### config.mk
export PLATFORM = sky130hd
export DESIGN_NAME = seq_index_tracker
export DESIGN_NICKNAME = d
export VERILOG_FILES = /design/src/rtl/seq_index_tracker.sv
export SDC_FILE = /design/constraint.sdc
export NUM_CORES = 1
export LEC_CHECK = 0
export ABC_AREA = 1
export CORE_MARGIN = 5
export CORE_UTILIZATION = 35
export CTS_CLUSTER_DIAMETER = 30
export DETAILED_ROUTE_END_ITERATION = 10
export GPL_ROUTABILITY_DRIVEN = 1
export PLACE_DENSITY_LB_ADDON = 0.25
export SYNTH_ARGS = -nofsm -noshare
export SYNTH_HDL_FRONTEND = slang
export SYNTH_SLANG_ARGS = --single-unit
### constraint.sdc
create_clock -name clk -period 3.8 [get_ports clk]
set_clock_uncertainty 0.2 [all_clocks]
set_input_delay 0.76 -clock clk [delete_from_list [all_inputs] [get_ports clk]]
set_output_delay 0.76 -clock clk [all_outputs]
set_load 0.05 [all_outputs]
### src/rtl/seq_index_tracker.sv
// seq_index_tracker: recovers index and count direction from a mod-11 Fibonacci/prime term stream.
// Outputs registered one edge after sampling; no backpressure, en qualifies each sample.
module seq_index_tracker #(
    parameter int ERR_W = 4,
    parameter int MOD   = 11
) (
    input  logic             clk,
    input  logic             rst,
    input  logic             en,
    input  logic             fibPri,
    input  logic [5:0]       value,
    output logic [3:0]       index,
    output logic             dir,
    output logic             locked,
    output logic             err,
    output logic             dir_chg,
    output logic [ERR_W-1:0] err_count
);
    typedef enum logic [1:0] {IDLE, ACQ, LOCKED} state_t;

    localparam logic [3:0] LAST = 4'(MOD - 1);

    function automatic logic [5:0] term(input logic sel, input logic [3:0] i);
        case (i)
            4'd0:    return sel ? 6'd2  : 6'd0;
            4'd1:    return sel ? 6'd3  : 6'd1;
            4'd2:    return sel ? 6'd5  : 6'd1;
            4'd3:    return sel ? 6'd7  : 6'd2;
            4'd4:    return sel ? 6'd11 : 6'd3;
            4'd5:    return sel ? 6'd13 : 6'd5;
            4'd6:    return sel ? 6'd17 : 6'd8;
            4'd7:    return sel ? 6'd19 : 6'd13;
            4'd8:    return sel ? 6'd23 : 6'd21;
            4'd9:    return sel ? 6'd29 : 6'd34;
            4'd10:   return sel ? 6'd31 : 6'd55;
            default: return 6'd63;
        endcase
    endfunction

    function automatic logic [3:0] step_up(input logic [3:0] i);
        return (i == LAST) ? 4'd0 : i + 4'd1;
    endfunction

    function automatic logic [3:0] step_dn(input logic [3:0] i);
        return (i == 4'd0) ? LAST : i - 4'd1;
    endfunction

    state_t           state_q, state_d, cur_state;
    logic [3:0]       index_q, index_d;
    logic             dir_q, dir_d;
    logic [5:0]       prev_q, prev_d;
    logic             err_q, err_d;
    logic             dir_chg_q, dir_chg_d;
    logic [ERR_W-1:0] err_count_q, err_count_d;
    logic             fib_pri_q;

    logic             valid, up_hit, dn_hit;
    logic [3:0]       up_idx, dn_idx, idx_same, idx_opp;

    always_comb begin
        // A table switch abandons any lock silently; the current sample is judged as a fresh start.
        cur_state = (fibPri != fib_pri_q) ? IDLE : state_q;
        state_d   = cur_state;
        index_d   = index_q;
        dir_d     = dir_q;
        prev_d    = prev_q;
        err_d     = 1'b0;
        dir_chg_d = 1'b0;
        valid     = 1'b0;
        up_hit    = 1'b0;
        dn_hit    = 1'b0;
        up_idx    = '0;
        dn_idx    = '0;

        for (int i = 0; i < MOD; i++) begin
            if (term(fibPri, 4'(i)) == value) valid = 1'b1;
            if (term(fibPri, 4'(i)) == prev_q) begin
                if (term(fibPri, step_up(4'(i))) == value) begin
                    up_hit = 1'b1;
                    up_idx = step_up(4'(i));
                end
                if (term(fibPri, step_dn(4'(i))) == value) begin
                    dn_hit = 1'b1;
                    dn_idx = step_dn(4'(i));
                end
            end
        end

        idx_same = dir_q ? step_dn(index_q) : step_up(index_q);
        idx_opp  = dir_q ? step_up(index_q) : step_dn(index_q);

        if (en) begin
            case (cur_state)
                IDLE: begin
                    if (valid) begin
                        prev_d  = value;
                        state_d = ACQ;
                    end else begin
                        err_d = 1'b1;
                    end
                end
                ACQ: begin
                    if (!valid) begin
                        state_d = IDLE;
                        err_d   = 1'b1;
                    end else if (up_hit && !dn_hit) begin
                        state_d = LOCKED;
                        dir_d   = 1'b0;
                        index_d = up_idx;
                    end else if (dn_hit && !up_hit) begin
                        state_d = LOCKED;
                        dir_d   = 1'b1;
                        index_d = dn_idx;
                    end else begin
                        // Both hit only on the Fibonacci 1->1 ambiguity, which is legal.
                        prev_d = value;
                        err_d  = !up_hit;
                    end
                end
                LOCKED: begin
                    if (value == term(fibPri, idx_same)) begin
                        index_d = idx_same;
                    end else if (value == term(fibPri, idx_opp)) begin
                        index_d   = idx_opp;
                        dir_d     = !dir_q;
                        dir_chg_d = 1'b1;
                    end else begin
                        err_d   = 1'b1;
                        prev_d  = value;
                        state_d = valid ? ACQ : IDLE;
                    end
                end
                default: state_d = IDLE;
            endcase
        end

        err_count_d = err_count_q;
        if (err_d && (err_count_q != '1)) err_count_d = err_count_q + 1'b1;
    end

    always_ff @(posedge clk or negedge rst) begin
        if (!rst) begin
            state_q     <= IDLE;
            index_q     <= '0;
            dir_q       <= 1'b0;
            prev_q      <= '0;
            err_q       <= 1'b0;
            dir_chg_q   <= 1'b0;
            err_count_q <= '0;
            fib_pri_q   <= 1'b0;
        end else begin
            state_q     <= state_d;
            index_q     <= index_d;
            dir_q       <= dir_d;
            prev_q      <= prev_d;
            err_q       <= err_d;
            dir_chg_q   <= dir_chg_d;
            err_count_q <= err_count_d;
            fib_pri_q   <= fibPri;
        end
    end

    assign index     = index_q;
    assign dir       = dir_q;
    assign locked    = (state_q == LOCKED);
    assign err       = err_q;
    assign dir_chg   = dir_chg_q;
    assign err_count = err_count_q;
endmodule

# After elaboration in Yosys (flattened, before gate mapping)
# Cells that the tools add are included.
# op_classes
n_eq_ne,81
bitwise,0
addsub,3
div,0
muxes,184
shift,0
order_cmp,0
multipliers,0
n_reduce_logical,15
# ops
cell,n
$eq A6 B6 Y1,46
$mux W4,53
$mux W6,35
$pmux W6 S11,2
$mux W1,74
$eq A4 B3 Y1 const B,8
$eq A4 B4 Y1 const B,7
$mux W2,11
$pmux W6 S3,1
$eq A4 B2 Y1 const B,4
$ne A2 B2 Y1 const B,7
$logic_not A4 Y1,3
$mux W5,2
$add A4 B1 Y4 const B,2
$eq A4 B1 Y1 const B,2
$pmux W4 S2,1
$reduce_and A8 Y1,1
$mux W3,2
$ne A3 B3 Y1 const B,2
$pmux W2 S3,1
$reduce_and A6 Y1,1
$reduce_and A5 Y1,1
$eq A2 B2 Y1 const B,2
$ne A4 B4 Y1 const B,1
10 further kinds,14
# word_totals
latch_bits,0
romBits,0
word_cells,291
mem_bits_rw,0
reg_bits,20
mem_count,0
output_inout_bits,12

# Longest topological paths before layout
# Gate-level depths: netlist of the first run.
# depth
ltp_word,34
mapped_depth,25

# Worst setup path before layout of the first run
# OpenSTA, ideal clock, no wires.
# synth_path
path_type,reg2reg
startpoint,reg index_q[0] (netlist: index[0])
endpoint,reg err_count_q[2] (netlist: err_count[2])
path_stages_with_launch,22
period_less_slack_ns,3.139
path_buffers,1
t_arrival_ns,2.819
setup_slack_ns,0.661
setup_ns,0.120
path_cell_list,dfrtp_1 inv_2 ha_1 nand2_1 nand3_1 nand2_1 nand2_1 nand2_4 inv_2 buf_6 nand3_1 nand2_1 a31oi_1 nand3_1 nand2_1 inv_1 nand3_1 nand3_2 nand2_2 nand3_2 nand2_1 nand2_1
# synth_between
elab_chain_len,14
# synth_rtl
item,line,rtl
start: declaration,49,"logic [3:0] index_q, index_d;"
start signal: assignment,153,index_q <= index_d;
$sub A4 B1 Y4 (tied with other cells),45,return (i == 4'd0) ? LAST : i - 4'd1;
$mux W4 (on tied branches),"45, 41",
$mux W4,90,idx_opp = dir_q ? step_up(index_q) : step_dn(index_q);
$eq A4 B4 Y1 (tied with other cells),24,case (i)
$pmux W6 S11,24,
$mux W6,121,"if (value == term(fibPri, idx_same)) begin"
$mux W6,93,case (cur_state)
$mux W6,92,if (en) begin
$eq A6 B6 Y1,123,"end else if (value == term(fibPri, idx_opp)) begin"
$mux W1,123,
$mux W1 *,121,
$pmux W1 S3 *,93,
$mux W1 *,92,
$logic_and A1 B1 Y1 *,138,if (err_d && (err_count_q != '1)) err_count_d = err_count_q + 1'b1;
end signal: assignment,158,err_count_q <= err_count_d;
end: declaration,54,"logic [ERR_W-1:0] err_count_q, err_count_d;"
# Every way passes the cells marked *; elsewhere a longest branch is shown, timed or not. The select of a mux whose other input is x is not followed.
# A chain may end at the register's enable or synchronous reset.

# Final worst setup path of the first run
# layout_path
startpoint,reg index_q[0] (netlist: index[0])
endpoint,reg err_count_q[3] (netlist: err_count[3])
# Same word-level chain as after synthesis.

==> key figures, run 1 <==
Power and ir drop
  – Overall power: 2.15 mW
  – P_leak: about 2.0 nW
  – Clock share of power: 0.099
  – Power per cell area: 571 nW/um2
  – Net Switching: 1.22 mW
  – Switching Fraction: 0.570
  – Maximum vdd ir drop: 0.215 mV
  – Sequential share of power: 0.169
  – Int Pwr: a little over 0.9 mW
  – Power share of the combinational group: 0.731

Synthesis
  – Post-synth top flop: dfrtp_1
  – Yosys reg bits: 20
  – Async S/R FF share, synth: 1.00
  – Syn_area_per_cell: 5.80 um2
  – Top cell type's share of synthesized area: 0.228
  – Cells after Synth: 567
  – Cell with the most instances after synthesis: nand2_1
  – Synth cell count leaders: nand2_1 (200), nand3_1 (65), inv_1 (46), nor2_1 (46), nand4_1 (28)
  – Biggest area consumer among synthesized cells: nand2_1
  – Syn. warnings: 0
  – Top post-synthesis cells by area: nand2_1 (23%), dfrtp_1 (15%), nand3_1 (9.9%), nand4_1 (5.3%), inv_1 (5.3%)
  – Cell variety after synth: 43
  – Syn Nets: 587
  – EDFF count, synth: 0
  – Netlist Area Pre-Place: 3290 um2
  – Register area share after synthesis: 0.152

Layout
  – Fraction of layout cells with a size suffix above 1: 0.165
  – # nets final: 616
  – Ant. Diodes: 0
  – Final core occ: 0.408
  – Area Growth Syn to Fin: 14.2%
  – Post-route cell area: about 3800 um2

Place
  – Gpl congestion: 1.00
  – Port Buffers: 21
  – Dpl cell area: about 3700 um2
  – Hpwl dp: 7860 um

Critical path
  – Crit Path Max Fanout: 13
  – Cell Chain, Critical Path: inv_2 > ha_1 > nand2_1 > nand3_1 > nand2_1 > nand2_1 > nand2_4 > inv_2 > nand2_1 > nand2_1 > nand2_1 > a31oi_1 > nand3_1 > nand2_1 > inv_1 > nand3_1 > nand3_2 > nand2_2 > nand3_2 > nand2_1 > nand2_1
  – CP Launch Type: register
  – Reg2reg setup slack: between 0.3 and 0.4 ns
  – CP max stage cell: dfrtp_1
  – RR Endpoint: err_count[3]
  – Critical path data required time: roughly 3.8 ns
  – Crit Path Class: register to register
  – Crit path DAT: 3.45 ns
  – Max incr delay on CP: about 0.48 ns
  – Worst R2R Path Depth: 21
  – Cell repeated most along the worst path: nand2_1
  – Reg-to-Reg Start: index[0]
  – Crit end category: register

Detailed routing
  – Initial DRT Pass Iterations: 5
  – Drt wl/cell: roughly 14 um
  – Post-DRT Antenna Nets: 0
  – Iteration-0 DRC count of the detailed router: 256
  – DRC: 0
  – Total routed wirelength: 9630 um
  – Vias per cell: 5.31
  – DR vias: 3752

Clock network
  – Max Buffers Root-to-Sink: 2
  – Htree depth: 1
  – Postcts setup bufs: 0
  – Root buffer cell: clkbuf_8
  – Total clock buffers created by CTS: 3
  – CTS tree: built
  – CTS sink count: 20
  – CTS clk-pin slew, worst paths: 0.08 ns
  – Latest clock arrival within the worst-skew pair: 0.26 ns

Floorplanning
  – Initial Util: 0.357
  – Row cnt: 35
  – Core area: a little over 9000 um2
  – Horiz. Die Dim: 107 um
  – Die area: 11400 um2
  – Die height: 107 um
  – Io pins: 22

Timing
  – F_max: 0.286 GHz
  – Slew Viols, Final: 0
  – RSZ-0062 raised after global routing: no
  – # setup viols final: 0
  – Setup TNS: 0 ns
  – Worst slew pin tran: between 0.9 and 1 ns
  – Final hold violation count: 0
  – Worst hold slack: 0.339 ns
  – Min Tclk post-route: 3.49 ns
  – Final worst-path cycle share: 0.919
  – Slew headroom: 0.398

Global routing
  – Overall Global Routing Usage: 0.172
  – Initial antenna violation count: 0
  – Number of global-route vias before repair: 3508
  – Largest net degree at the start of global routing: 21
  – Global-route wire length before repair: ~17000 um
  – Total global routing overflow: 0

Run
  – MaxCap Viol Count: 0

Status
  – Outcome: complete, no violations

Hold path
  – Hold Path Class: register to register
  – Hold path depth: 2
  – HP Start: err_count[1]
  – Hold EP: err_count[1]
## layout by cell type, fill, tap and decap left out, types with 2 or more instances in the layout
master	netlist	layout
o221ai_1	2	2
a21oi_1	7	7
a31oi_1	2	2
nor3_1	7	7
nand4_1	28	28
inv_1	46	46
xnor2_1	5	5
o211ai_1	5	5
nand3_1	65	65
nor2_2	16	16
buf_4	2	18
nor2_1	46	46
o21ai_0	15	15
nand2_1	200	200
xnor2_2	2	2
ha_1	10	10
o22ai_1	3	3
nand2_4	2	2
inv_2	22	22
nand3_4	2	3
o21ai_2	6	6
nor4_1	3	3
clkdlybuf4s50_1	0	21
dfrtp_1	20	20
xor2_1	3	3
clkbuf_8	0	3
nand2_2	9	9
o21ai_1	5	5
nand3_2	7	6
## final cells by class
class	instances	area [um2]
clock buffers	3	41.3
clock inverters	1	30.0
fillers	1004	5440
inverters	69	259
multi-input cells	462	2420
flip-flops and latches	20	500
well taps	111	139
repair buffers	40	365
## timing repair
action | 4_1_cts | 5_1_grt
hold buffers | 0 | 0
resized for setup | 0 | 1
endpoints found under the setup margin | 0 | 3
## cells by family after synthesis
kind of cell               count (synthesis)  share of synthesized area
and+or+nand+nor                          390                      0.553
buffers and inverters                     85                      0.114
AOI/OAI and AO/OA                         50                     0.0982
DFF                                       20                      0.152
xor gates and xnor gates                  12                     0.0445
adders and majority gates                 10                     0.0381
## power by group through the flow
stage          Sequential (mW)  Combinational (mW)  Clock, mW
2_1_floorplan            0.433                1.14          0
3_3_place_gp             0.366                1.53          0
5_1_grt                  0.376                1.77      0.225
3_5_place_dp             0.367                1.55          0
4_1_cts                  0.364                1.56      0.218
6_report                 0.364                1.57      0.213
## worst max-delay path, delay by kind of cell, from the launching register on
kind	cells	cell delay (ns)
buffers and inverters	3	0.45
adder cells (fa/ha/maj)	1	0.27
AND/OR/NAND/NOR	16	1.76
AO/OA/AOI/OAI	1	0.22
flip-flops	1	0.48
## worst max path at each step
stage,start,to,slack (ns),cells past startpoint
floorplan,index[0],err_count[2],0.66,21
global placement,value[1],prev_q[5],0.12,16
detailed placement,value[1],prev_q[5],0.1,16
global route,index[0],err_count[1],0.009,21
finish,index[0],err_count[3],0.31,21
CTS,index[0],prev_q[5],0.30,20
## metrics by stage
step	instances	setup slack, ns
finish	706	0.306
global route	706	0.00854
CTS	706	0.303
detailed placement	702	0.0993
global placement	702	0.121
floorplan	567	0.661
## state kept, by name, summed over array words and instances (netlist names)
name	cells
err_count	4
prev_q	6
state_q	2
fib_pri_q	1
dir_chg	1
err	1
dir	1
index	4
## layer usage
layer	share of wire	global-route usage	wire length [um]	vias to the layer above
li1	-	-	-	1917
met1	0.48	0.246	4640	1703
met2	0.45	0.285	4320	120
met3	0.057	0.0181	548	12
met4	0.012	0.0292	118	0
met5	0	0	0	-
No activity file was read; power rests on OpenSTA's default activity.
==> inputs of run 2 (changes only) <==
--- a/config.mk
+++ b/config.mk
@@ -12,6 +12,7 @@
 export DETAILED_ROUTE_END_ITERATION = 10
 export GPL_ROUTABILITY_DRIVEN = 1
 export PLACE_DENSITY_LB_ADDON = 0.25
+export SKIP_LAST_GASP = 1
 export SYNTH_ARGS = -nofsm -noshare
 export SYNTH_HDL_FRONTEND = slang
 export SYNTH_SLANG_ARGS = --single-unit
==> results of run 2 <==
Same layout as run 1: the final DEF is identical, and so are final timing and power.
==> RTL edit 1, RTL diff (settings of run 1) <==
Re-encode `state_t` (3 states) as one-hot, 3 bits wide.
--- a/src/rtl/seq_index_tracker.sv
+++ b/src/rtl/seq_index_tracker.sv
@@ -18,3 +18,3 @@
 );
-    typedef enum logic [1:0] {IDLE, ACQ, LOCKED} state_t;
+    typedef enum logic [2:0] {IDLE = 3'b001, ACQ = 3'b010, LOCKED = 3'b100} state_t;
 
Function: same outputs for any inputs over 4 cycles, from zero or initial values and one cycle with rst low; so few cycles prove little.
==> RTL edit 1 against run 1 <==
  * Register-to-register slack better by 0.15 ns
  * Wire length up 0.90%
  * Final area up 2.7%
  * Power down 2.1%
  * Setup slack better by 0.021 ns
  * Area after synthesis up 3.5%
  * Die area up 3.2%
  * Clock power down 26%
  * Count of clock-buffer cells in the layout unchanged
  * Cell count up 3.5%
  * Non-clock buffer count down 1
  * Sequential cell count up 1
  * Highest routed layer unchanged
  * Critical path depth down 6
==> RTL edit 1: results (changes against run 1) <==
qor: status.status completed
qor: worst_setup_path.worst_path_largest_cell_delay 0.65 ns [+0.17 ns]
qor: placement.post-dp-hpwl 7958 um [+1.2%]
qor: drt.met3RoutedLength 419 um [-24%]
qor: finish.final.fill_count 1076 [+7.2%]
qor: synthesis.ys_top_cells_by_area sky130_fd_sc_hd__nand2_1 (21%), sky130_fd_sc_hd__dfrtp_1 (15%), sky130_fd_sc_hd__nand3_1 (7.5%)
qor: sta.max_slew.worst_pin.slew 0.9596 ns [+0.05912 ns]
qor: drt.wl_met1 4725 um [+1.7%]
qor: global_route.grt.met1_usage 23.87% [-0.69 points]
qor: drt.drt_iter0_drc 259 [+1.2%]
qor: global_route.grtUsageMet3 1.776% [-0.030 points]
qor: pwr.combPwrFrac 74.5% [+1.4 points]
qor: worst_setup_path.critPathSlowestCell sky130_fd_sc_hd__clkdlybuf4s50_1
qor: pwr.p_switching 1.225 mW [+0.12%]
qor: synthesis.synth-seq-area-share 15.48% [+0.25 points]
qor: global_route.antenna_found_initial 0 [unchanged]
qor: pwr.seq_power_share 18.0% [+1.1 points]
qor: drt.route.vias.total 3694 [-1.5%]
qor: synthesis.post_synth_num_cell_types 50 [+16%]
qor: finish.seqCellArea 526.8 um2 [+5.2%]
qor: placement.globalplace.congestion 0.9823 [-1.7%]
qor: pwr.leakage 1.953 nW [+0.11%]
qor: finish.layout-drive-gt1-share 19.40% [+2.9 points]
qor: drt.wl_per_cell 13.29 um [-2.5%]
qor: cts.cts.path.max_buffers 2 [unchanged]
qor: pwr.seq-power 0.378 mW [+4%]
qor: finish.nNetsFinal 615 [-0.16%]
qor: synthesis.postSynthNetCount 586 [-0.17%]
qor: global_route.grt_use_met2 28.55% [+0.045 points]
qor: worst_setup_path.cp_max_fo 12 [-1]
qor: worst_setup_path.worstPathArrival 3.44 ns [about the same]
qor: placement.placed_area 0.003807 mm2 [+3.6%]
qor: pwr.max-vdd-ir-drop 0.2422 mV [+12%]
qor: synthesis.synth_adder_area_share 2.206% [-1.6 points]
qor: global_route.largest_net_degree_at_the_start_of_global_routing 22 [+4.8%]
qor: global_route.grt_first_pass_wirelength 16490 um [-0.54%]
qor: global_route.grt_total_usage 16.97% [-0.27 points]
qor: synthesis.top_post_synthesis_cells_by_count sky130_fd_sc_hd__nand2_1 (189), sky130_fd_sc_hd__nor2_1 (57), sky130_fd_sc_hd__nand3_1 (51)
qor: drt.dr_wl_met2 4485 um [+3.9%]
qor: synthesis.synthXorXnorAreaFrac 5.331% [+0.88 points]
qor: worst_setup_path.internal_reg_to_reg_setup_slack 0.46 ns [+0.15 ns]
qor: synthesis.synth_compound_area_share 7.537% [-2.3 points]
-- RTL edit 1: changes by cell type after synthesis, sizes merged, moves of 3 or more --
| cell | before | now |
|---|---|---|
| nor3 | 8 | 18 |
| nand3 | 74 | 63 |
| clkinv | 1 | 4 |
| a21oi | 8 | 5 |
| xor2 | 5 | 9 |
| nand2 | 211 | 219 |
| o21ai | 26 | 20 |
| clkbuf | 6 | 3 |
| inv | 68 | 64 |
| nor2 | 62 | 71 |
| ha | 10 | 6 |
-- RTL edit 1: worst min-delay path, cell delays in order, from the launching register on --
cell and delay (ns):
sky130_fd_sc_hd__dfrtp_1 0.40, sky130_fd_sc_hd__nand2_1 0.07, sky130_fd_sc_hd__nand2_1 0.05
-- RTL edit 1: final timing paths --
kind / from / end / depth (start not counted)
min in group asynchronous: rst / index[3]$_DFFE_PN0P_ / 1
min reg2reg: err_count[1]$_DFFE_PN0P_ / err_count[1]$_DFFE_PN0P_ / 2
max reg2reg: index[0]$_DFFE_PN0P_ / index[0]$_DFFE_PN0P_ / 22
max: value[3] / prev_q[5]$_DFFE_PN0P_ / 15
min: err_count[1]$_DFFE_PN0P_ / err_count[1]$_DFFE_PN0P_ / 2
max in group asynchronous: rst / prev_q[4]$_DFFE_PN0P_ / 1
-- RTL edit 1: stage by stage --
step	hold slack (ns)	instances	setup slack [ns]
final	0.3428	731	0.3273
after global routing	0.3945	731	0.08664
after CTS	0.3487	731	0.3271
after detailed placement	0.3286	727	0.04833
after global placement	0.3249	727	0.02982
after floorplan	0.2644	570	0.6391
-- RTL edit 1: cell type report --
type / count / area share [%]
multi-input combinational: 466 / 64.76
sequential: 21 / 13.66
timing repair buffer: 39 / 9.280
inverter: 68 / 6.716
tap: 133 / 4.315
clock buffer: 3 / 1.071
clock inverter: 1 / 0.1947
==> RTL edit 2, RTL diff (settings of run 1) <==
Without the edit above. Set the parameter `MOD` to 10 (it was 11).
--- a/src/rtl/seq_index_tracker.sv
+++ b/src/rtl/seq_index_tracker.sv
@@ -4,3 +4,3 @@
     parameter int ERR_W = 4,
-    parameter int MOD   = 11
+    parameter int MOD   = 10
 ) (
Check against the original RTL: not equivalent (Yosys sat finds a counterexample within 4 cycles, from zero or initial values and one cycle with rst low).
==> RTL edit 2 against run 1 <==
  * Sequential share of layout area grew 0.86 points
  * Wire length shrank 8.6%
  * Setup slack lost 0.0097 ns
  * Sequential cell count is the same
  * First-iteration DRC count shrank 29%
  * Power shrank 5.5%
  * Area after synthesis shrank 8.0%
  * Final area shrank 6.0%
  * Synthesized cell count shrank 11%
  * Largest power group unchanged
==> RTL edit 2: results (changes against run 1) <==
qor: status.status completed
qor: worst_setup_path.internal_reg_to_reg_setup_slack 0.57 ns [+0.26 ns]
qor: drt.avgViaCountPerCell 5.190 [-2.3%]
qor: cts.ctsRootBufferMaster sky130_fd_sc_hd__clkbuf_8
qor: worst_setup_path.cp_max_fo 12 [-1]
qor: synthesis.ys_top_cells_by_area sky130_fd_sc_hd__nand2_1 (21%), sky130_fd_sc_hd__dfrtp_1 (17%), sky130_fd_sc_hd__nand3_1 (8.4%)
qor: cts.clkTransAtPathRegs 0.07 ns
qor: finish.layout-drive-gt1-share 16.91% [+0.44 points]
qor: cts.cts.path.max_buffers 2 [unchanged]
qor: finish.number_of_standard_cells_in_the_layout_taps_in_and_fillers_out 646 [-8.5%]
qor: global_route.grt_first_pass_wirelength 15150 um [-8.7%]
qor: synthesis.postSynthNetCount 521 [-11%]
qor: pwr.p_switching 1.127 mW [-7.9%]
qor: global_route.grt_total_usage 17.48% [+0.24 points]
qor: placement.placed_area 0.003438 mm2 [-6.5%]
qor: placement.detailedPlace.worstSlack -0.03296 ns [-0.1323 ns]
qor: finish.nNetsFinal 554 [-10%]
qor: cts.cts_inserted_buffers 3 [unchanged]
qor: synthesis.post_synth_num_cell_types 39 [-9.3%]
qor: finish.final_cell_area 0.003528 mm2 [-6.0%]
qor: sta.max_slew.worst_pin.slew 0.8892 ns [-0.01127 ns]
qor: worst_setup_path.critPathSlowestCell sky130_fd_sc_hd__clkdlybuf4s50_1
qor: drt.drt_iter0_drc 181 [-29%]
qor: placement.globalplace.congestion 1.066 [+6.7%]
qor: worst_setup_path.worst_path_largest_cell_delay 0.50 ns [+0.02 ns]
qor: hold_path.worst_hold_path.num_cells 2 [unchanged]
qor: placement.post-dp-hpwl 7244 um [-7.8%]
qor: synthesis.avgSynthCellArea 5.977 um2 [+3.1%]
qor: pwr.max-vdd-ir-drop 0.3815 mV [+77%]
qor: synthesis.async_flop_share 100.0% [unchanged]
qor: synthesis.synth-seq-area-share 16.55% [+1.3 points]
qor: drt.wl_per_cell 13.62 um [-0.14%]
qor: synthesis.top_post_synthesis_cells_by_count sky130_fd_sc_hd__nand2_1 (168), sky130_fd_sc_hd__nand3_1 (51), sky130_fd_sc_hd__inv_1 (49)
qor: finish.biggest_register prev_q
qor: synthesis.synth.yosys.warnings 0 [unchanged]
qor: finish.antennaDiodeCount 0 [unchanged]
qor: worst_setup_path.reg2reg_depth 18 [-14%]
qor: global_route.number_of_global_route_vias_before_repair 3222 [-8.2%]
qor: pwr.leakage 1.822 nW [-6.6%]
qor: placement.post-place-cells 642 [-8.5%]
qor: sta.finalWorstPathRequiredPeriod 3.504 ns [+0.009665 ns]
qor: sta.holdWs 0.3455 ns [+0.006946 ns]
## RTL edit 2: cell types whose count changed after synthesis, moves of 4 or more
cell,run 1,this run
sky130_fd_sc_hd__nor2_2,16,7
sky130_fd_sc_hd__o21ai_0,15,10
sky130_fd_sc_hd__nand2_1,200,168
sky130_fd_sc_hd__inv_2,22,4
sky130_fd_sc_hd__nand2_2,9,18
sky130_fd_sc_hd__clkbuf_1,6,2
sky130_fd_sc_hd__nand2_4,2,6
sky130_fd_sc_hd__nor2_4,0,5
sky130_fd_sc_hd__buf_6,6,2
sky130_fd_sc_hd__nand3_1,65,51
sky130_fd_sc_hd__ha_1,10,5
## RTL edit 2: power by group through the flow
stage               Sequential [mW]  Clock [mW]  Combinational (mW)
floorplan                     0.438           0                1.06
global placement              0.358           0                1.43
detailed placement            0.356           0                1.46
CTS                           0.354       0.217                1.46
global route                  0.367       0.229                1.64
finish                        0.355       0.208                1.46
## RTL edit 2: layout make-up
| class | instances | area, um2 |
|---|---|---|
| inverters | 53 | 198.9 |
| flip-flops and latches | 20 | 500.5 |
| fillers | 916 | 5022 |
| clock inverters | 1 | 30.03 |
| clock buffers | 3 | 41.29 |
| well taps | 108 | 135.1 |
| multi-input cells | 420 | 2262 |
| repair buffers | 41 | 360.3 |
## RTL edit 2: final timing paths
path | from | endpoint
max in group asynchronous | rst | prev_q[5]$_DFFE_PN0P_
worst max-delay path | fibPri | prev_q[0]$_DFFE_PN0P_
worst min-delay path | err_count[1]$_DFFE_PN0P_ | err_count[1]$_DFFE_PN0P_
worst min register to register | err_count[1]$_DFFE_PN0P_ | err_count[1]$_DFFE_PN0P_
min in group asynchronous | rst | state_q[1]$_DFF_PN0_
worst max register to register | index[0]$_DFFE_PN0P_ | prev_q[0]$_DFFE_PN0P_
## RTL edit 2: metal layers
layer  up-vias  track usage (%)  routed length, um
li1       1724                -                  -
met1      1518            24.52               4036
met2        88            28.52               4027
met3        23            1.015                513
met4         0            5.876                222
met5         -                0                  0
## RTL edit 2: logic make-up after synthesis
kind of cell | Yosys count | share of synthesized area [%]
adder cells (fa/ha/maj) | 5 | 2.069
AND/OR/NAND/NOR | 357 | 57.63
XOR/XNOR | 12 | 3.475
buffers and inverters | 66 | 9.267
AO/OA/AOI/OAI | 46 | 11.01
flip-flops | 20 | 16.55
## RTL edit 2: worst min-delay path: cells and delay by family (launching register included)
family / cells / cell delay [ns]
flops: 1 / 0.40
simple gates: 2 / 0.12
## RTL edit 2: what timing repair did
| item | 4_1_cts | 5_1_grt |
|---|---|---|
| resized for setup | 0 | 3 |
| endpoints found under the setup margin | 0 | 12 |
| buffers inserted | 0 | 0 |
